`config.mk`:
```
export PLATFORM = sky130hd
export DESIGN_NAME = seg_scan_driver
export DESIGN_NICKNAME = d
export VERILOG_FILES = /design/src/rtl/seg_scan_driver.sv
export SDC_FILE = /design/constraint.sdc
export NUM_CORES = 1
export LEC_CHECK = 0
export ABC_AREA = 1
export CORE_UTILIZATION = 59
export DETAILED_ROUTE_END_ITERATION = 6
export PLACE_DENSITY = 0.8
export SLEW_MARGIN = 5
export SYNTH_ARGS = -nofsm -noshare
export SYNTH_HDL_FRONTEND = slang
export SYNTH_SLANG_ARGS = --single-unit
```
`constraint.sdc`:
```
create_clock -name clk -period 3.35 [get_ports clk]
set_clock_uncertainty 0.15 [all_clocks]
set_input_delay 0.67 -clock clk [delete_from_list [all_inputs] [get_ports clk]]
set_output_delay 0.67 -clock clk [all_outputs]
set_load 0.01 [all_outputs]
```
`src/rtl/seg_scan_driver.sv`:
```
// 4-digit common-anode 7-segment scan driver with per-frame snapshot and blink.
// Optional build macro SCAN_DP_EN lights the dp on digit 1 as a mm.ss separator.
module seg_scan_driver #(
  parameter int unsigned REFRESH_DIV = 72000,
  parameter int unsigned BLINK_DIV   = 10000000
) (
  input  logic       clk,
  input  logic       rst,
  input  logic [3:0] min10,
  input  logic [3:0] min1,
  input  logic [3:0] sec10,
  input  logic [3:0] sec1,
  input  logic [3:0] blink_mask,
  output logic [3:0] an,
  output logic [7:0] seg,
  output logic       frame_start
);

  localparam logic [31:0] RLAST = 32'(REFRESH_DIV - 1);
  localparam logic [31:0] BLAST = 32'(BLINK_DIV - 1);

  logic [31:0]      refresh_cnt_q, refresh_cnt_d;
  logic [31:0]      blink_cnt_q, blink_cnt_d;
  logic             blink_on_q, blink_on_d;
  logic [1:0]       idx_q, idx_d;
  logic [3:0][3:0]  snap_q, snap_d;
  logic [3:0]       an_q, an_d;
  logic [7:0]       seg_q, seg_d;
  logic             frame_start_q, frame_start_d;

  logic             tick;
  logic             blink_wrap;
  logic             frame_wrap;
  logic [1:0]       idx_nxt;
  logic [3:0]       digit;
  logic             blank;
  logic [7:0]       seg_nxt;

  // BCD to active-low g..a; anything above 9 is blank
  function automatic logic [6:0] dec7(input logic [3:0] d);
    logic [6:0] s;
    unique case (d)
      4'd0:    s = 7'h40;
      4'd1:    s = 7'h79;
      4'd2:    s = 7'h24;
      4'd3:    s = 7'h30;
      4'd4:    s = 7'h19;
      4'd5:    s = 7'h12;
      4'd6:    s = 7'h02;
      4'd7:    s = 7'h78;
      4'd8:    s = 7'h00;
      4'd9:    s = 7'h10;
      default: s = 7'h7F;
    endcase
    return s;
  endfunction

  // Next-state: timing counters, snapshot, and the digit loaded on each tick
  always_comb begin
    tick          = (refresh_cnt_q == RLAST);
    refresh_cnt_d = tick ? '0 : refresh_cnt_q + 32'd1;
    blink_wrap    = (blink_cnt_q == BLAST);
    blink_cnt_d   = blink_wrap ? '0 : blink_cnt_q + 32'd1;
    blink_on_d    = blink_on_q ^ blink_wrap;

    idx_nxt    = idx_q + 2'd1;
    frame_wrap = tick && (idx_q == 2'd3);
    snap_d     = frame_wrap ? {min10, min1, sec10, sec1} : snap_q;

    // digit 0 comes straight from the input on the capture tick
    digit   = (idx_nxt == 2'd0) ? min10 : snap_q[~idx_nxt];
    blank   = ~blink_on_q & blink_mask[~idx_nxt];
    seg_nxt = blank ? 8'hFF : {1'b1, dec7(digit)};
`ifdef SCAN_DP_EN
    if (idx_nxt == 2'd1) seg_nxt[7] = 1'b0;
`else
    seg_nxt[7] = 1'b1;
`endif

    idx_d         = idx_q;
    an_d          = an_q;
    seg_d         = seg_q;
    frame_start_d = frame_wrap;
    if (tick) begin
      idx_d = idx_nxt;
      an_d  = ~(4'b1000 >> idx_nxt);
      seg_d = seg_nxt;
    end
  end

  // State and registered outputs, synchronous active-low reset
  always_ff @(posedge clk) begin
    if (!rst) begin
      refresh_cnt_q <= '0;
      blink_cnt_q   <= '0;
      blink_on_q    <= 1'b1;
      idx_q         <= 2'd3;
      snap_q        <= '0;
      an_q          <= 4'b1111;
      seg_q         <= 8'hFF;
      frame_start_q <= 1'b0;
    end else begin
      refresh_cnt_q <= refresh_cnt_d;
      blink_cnt_q   <= blink_cnt_d;
      blink_on_q    <= blink_on_d;
      idx_q         <= idx_d;
      snap_q        <= snap_d;
      an_q          <= an_d;
      seg_q         <= seg_d;
      frame_start_q <= frame_start_d;
    end
  end

  assign an          = an_q;
  assign seg         = seg_q;
  assign frame_start = frame_start_q;

endmodule

```
==> key figures <==
STA
  – Setup TNS: 0 ns
  – RSZ-0062 raised after global routing: no
  – Setup-failing EPs final: 0
  – Slew Limit Fails: 0
  – Final hold vios: 0
  – Peak Freq: 0.389 GHz
  – Worst slew margin relative to its limit: 0.566
  – Fin Hold WS: 0.324 ns
  – Final Cycle Share: 0.767
  – Slew of the pin with the lowest slew margin: 0.648 ns
  – Fin crit period: 2.57 ns
  – Worst setup margin: 0.780 ns

Critical path
  – CP Cell Sequence: inv_1 > ha_1 > inv_1 > nand3_1 > nand2_1 > a21boi_0 > ha_1 > nand3_1 > nand3_1 > nand3_1 > nand2_1 > inv_1
  – Slowest CP cell: a21boi_0
  – Crit start category: flop
  – Crit Path Category: flop to flop
  – Bufs and invs on worst path: 3
  – Delay-heaviest family, CP: adder cells
  – CP max FO: 9
  – Setup crit end kind: flop
  – CP dominant cell by count: nand3_1
  – WP data arrival: 2.73 ns
  – Critical Path RT: 3.51 ns
  – CP peak stage delay: 0.47 ns

CTS
  – Buffer count from post-CTS setup fixing: 0
  – Maximum clock insertion buffer count: 2
  – CTS clock-pin slew for the worst setup and hold paths: 0.10 ns
  – CTS buffer count: 9
  – H-tree Lvls: 3
  – Cts repair resizes: 0
  – Total clock sinks: 95
  – TritonCTS clock tree: yes
  – CTS Root Cell: clkbuf_8
  – Hold buffers post-CTS: 0
  – Worst-skew pair later-pin latency: 0.36 ns

Floorplanning
  – Die Wd: 95.5 microns
  – Ports: 35
  – Initial Utilization: 0.619
  – DIE AREA: 0.00912 sq mm
  – Num rows: 33
  – Core area: 0.00834 sq mm
  – Die Y-Extent: 95.5 microns

Placed design
  – Detailed Place HPWL: 8990 microns
  – GP Congestion: 0.958
  – Pre-CTS WS: 0.760 ns
  – IO buf count: 33
  – Dpl cells: 915
  – DP Area: 0.00556 sq mm

Logic synthesis
  – Cell with the most instances after synthesis: nand2_1
  – Cells after Synth: 791
  – Top post-synthesis cells by count: 207 x nand2_1, 118 x nor2_1, 104 x inv_1
  – Syn avg cell area: 6.52 sq um
  – Mapped Nets: 825
  – Cell taking the most area after synthesis: dfxtp_1
  – Yosys cell types: 34
  – Ys flop type: dfxtp_1
  – Seq cells post-synth: 95
  – Post-synth EDFFs: 0
  – Yosys warns: 0
  – Post-synthesis sequential area ratio: 0.369
  – Cell Area, Synth: 0.00516 sq mm
  – Top cells by area, synth: dfxtp_1 37%, nand2_1 15%, nor2_1 8.6%, inv_1 7.6%, nand3_1 6.1%
  – Post-synth top area share: 0.369
  – Asr flop ratio synth: 0

Finish
  – Final core utilization: 0.692
  – Ant diodes: 0
  – Cell area after layout: 0.00577 sq mm
  – Share of layout cells above drive strength 1: 0.0569
  – Final #Nets: 855
  – Non-Filler Instances: 931
  – FILL cells: 715
  – Layout area overhead: 11.9%

Detailed routing
  – Drt wl/cell: 12.8 microns
  – DR iter-0 viols: 239
  – Routed Antenna Nets: 0
  – Via count: 4,960
  – DRC: 0
  – Post-Route WL: 11,900 microns
  – Drt pass-1 iters: 5
  – Via-to-Cell Ratio: 5.33

Global routing
  – First-pass GRT wire length: 19,900 microns
  – Initial antenna violation count: 0
  – GR Util All Layers: 0.277
  – Largest net degree at the start of global routing: 35
  – Number of global-route vias before repair: 4,537
  – GRT overflow: 0

Power and ir drop
  – Overall power: 2.03 mW
  – P_leak: 2.14 nW
  – VDD IR-drop max: 0.253 mV
  – Cell Pwr Density: 352 mW/mm^2

Min path
  – Worst min path class: flop to flop

Flow run
  – Maxcap violations: 0

Run status
  – Status: completed
## tightest hold or removal path: stages, from the launching register on
cell and delay (ns):
dfxtp_1 0.34, nand2_1 0.06, nand3_1 0.05
## cell families after synthesis
family          after synthesis  synth area share
fa+ha+maj                    12            0.0291
buf+inv                     122            0.0931
simple gates                471             0.401
flops                        95             0.369
xor+xnor                     23            0.0391
other cells                   1          0.000727
compound gates               67            0.0686
## flip-flops by register name, summed over array words and instances (netlist names)
signal	count
idx_q	2
seg	7
blink_on_q	1
frame_start	1
refresh_cnt_q	32
an	4
snap_q	16
blink_cnt_q	32
## path summary, 6_finish.rpt
kind         slack [ns]  depth (start not counted)                  start                    end
max                0.78                         12  idx_q[1]$_SDFFE_PN1P_    seg[3]$_SDFFE_PN1P_
min                0.32                          2  blink_on_q$_SDFF_PN1_  blink_on_q$_SDFF_PN1_
max reg2reg        0.78                         12  idx_q[1]$_SDFFE_PN1P_    seg[3]$_SDFFE_PN1P_
min reg2reg        0.32                          2  blink_on_q$_SDFF_PN1_  blink_on_q$_SDFF_PN1_
## layer usage
metal	wire, microns	vias up	GRT usage
met3	560	26	0.0359
met5	0	-	0
met2	5780	138	0.477
met4	283	0	0.101
li1	-	2541	-
met1	5290	2255	0.355
## cells in the final DEF, fill, tap and decap left out, drive strengths merged, types with 20 or more instances in the layout
| master | instances |
|---|---|
| nor3 | 29 |
| dfxtp | 95 |
| nand2 | 210 |
| inv | 106 |
| nor2 | 124 |
| clkdlybuf4s50 | 33 |
| nand3 | 65 |
| o21ai | 20 |
| a21oi | 39 |
## where the power goes
part / switching (mW) / total, mW / internal [mW]
combinational: 0.0463 / 0.0849 / 0.0385
clock: 0.416 / 0.809 / 0.393
sequential: 0.00630 / 1.14 / 1.13
total: 0.469 / 2.03 / 1.57
## layout make-up
type	instances	area, sq um	share of cell area
Timing Repair Buffer	36	353	0.0611
Multi-Input combinational cell	574	2780	0.481
Sequential cell	95	1900	0.329
Inverter	105	394	0.0683
Clock buffer	11	151	0.0262
Clock inverter	5	65.1	0.0113
Tap cell	105	131	0.0228
No activity file was read; power rests on OpenSTA's default activity.
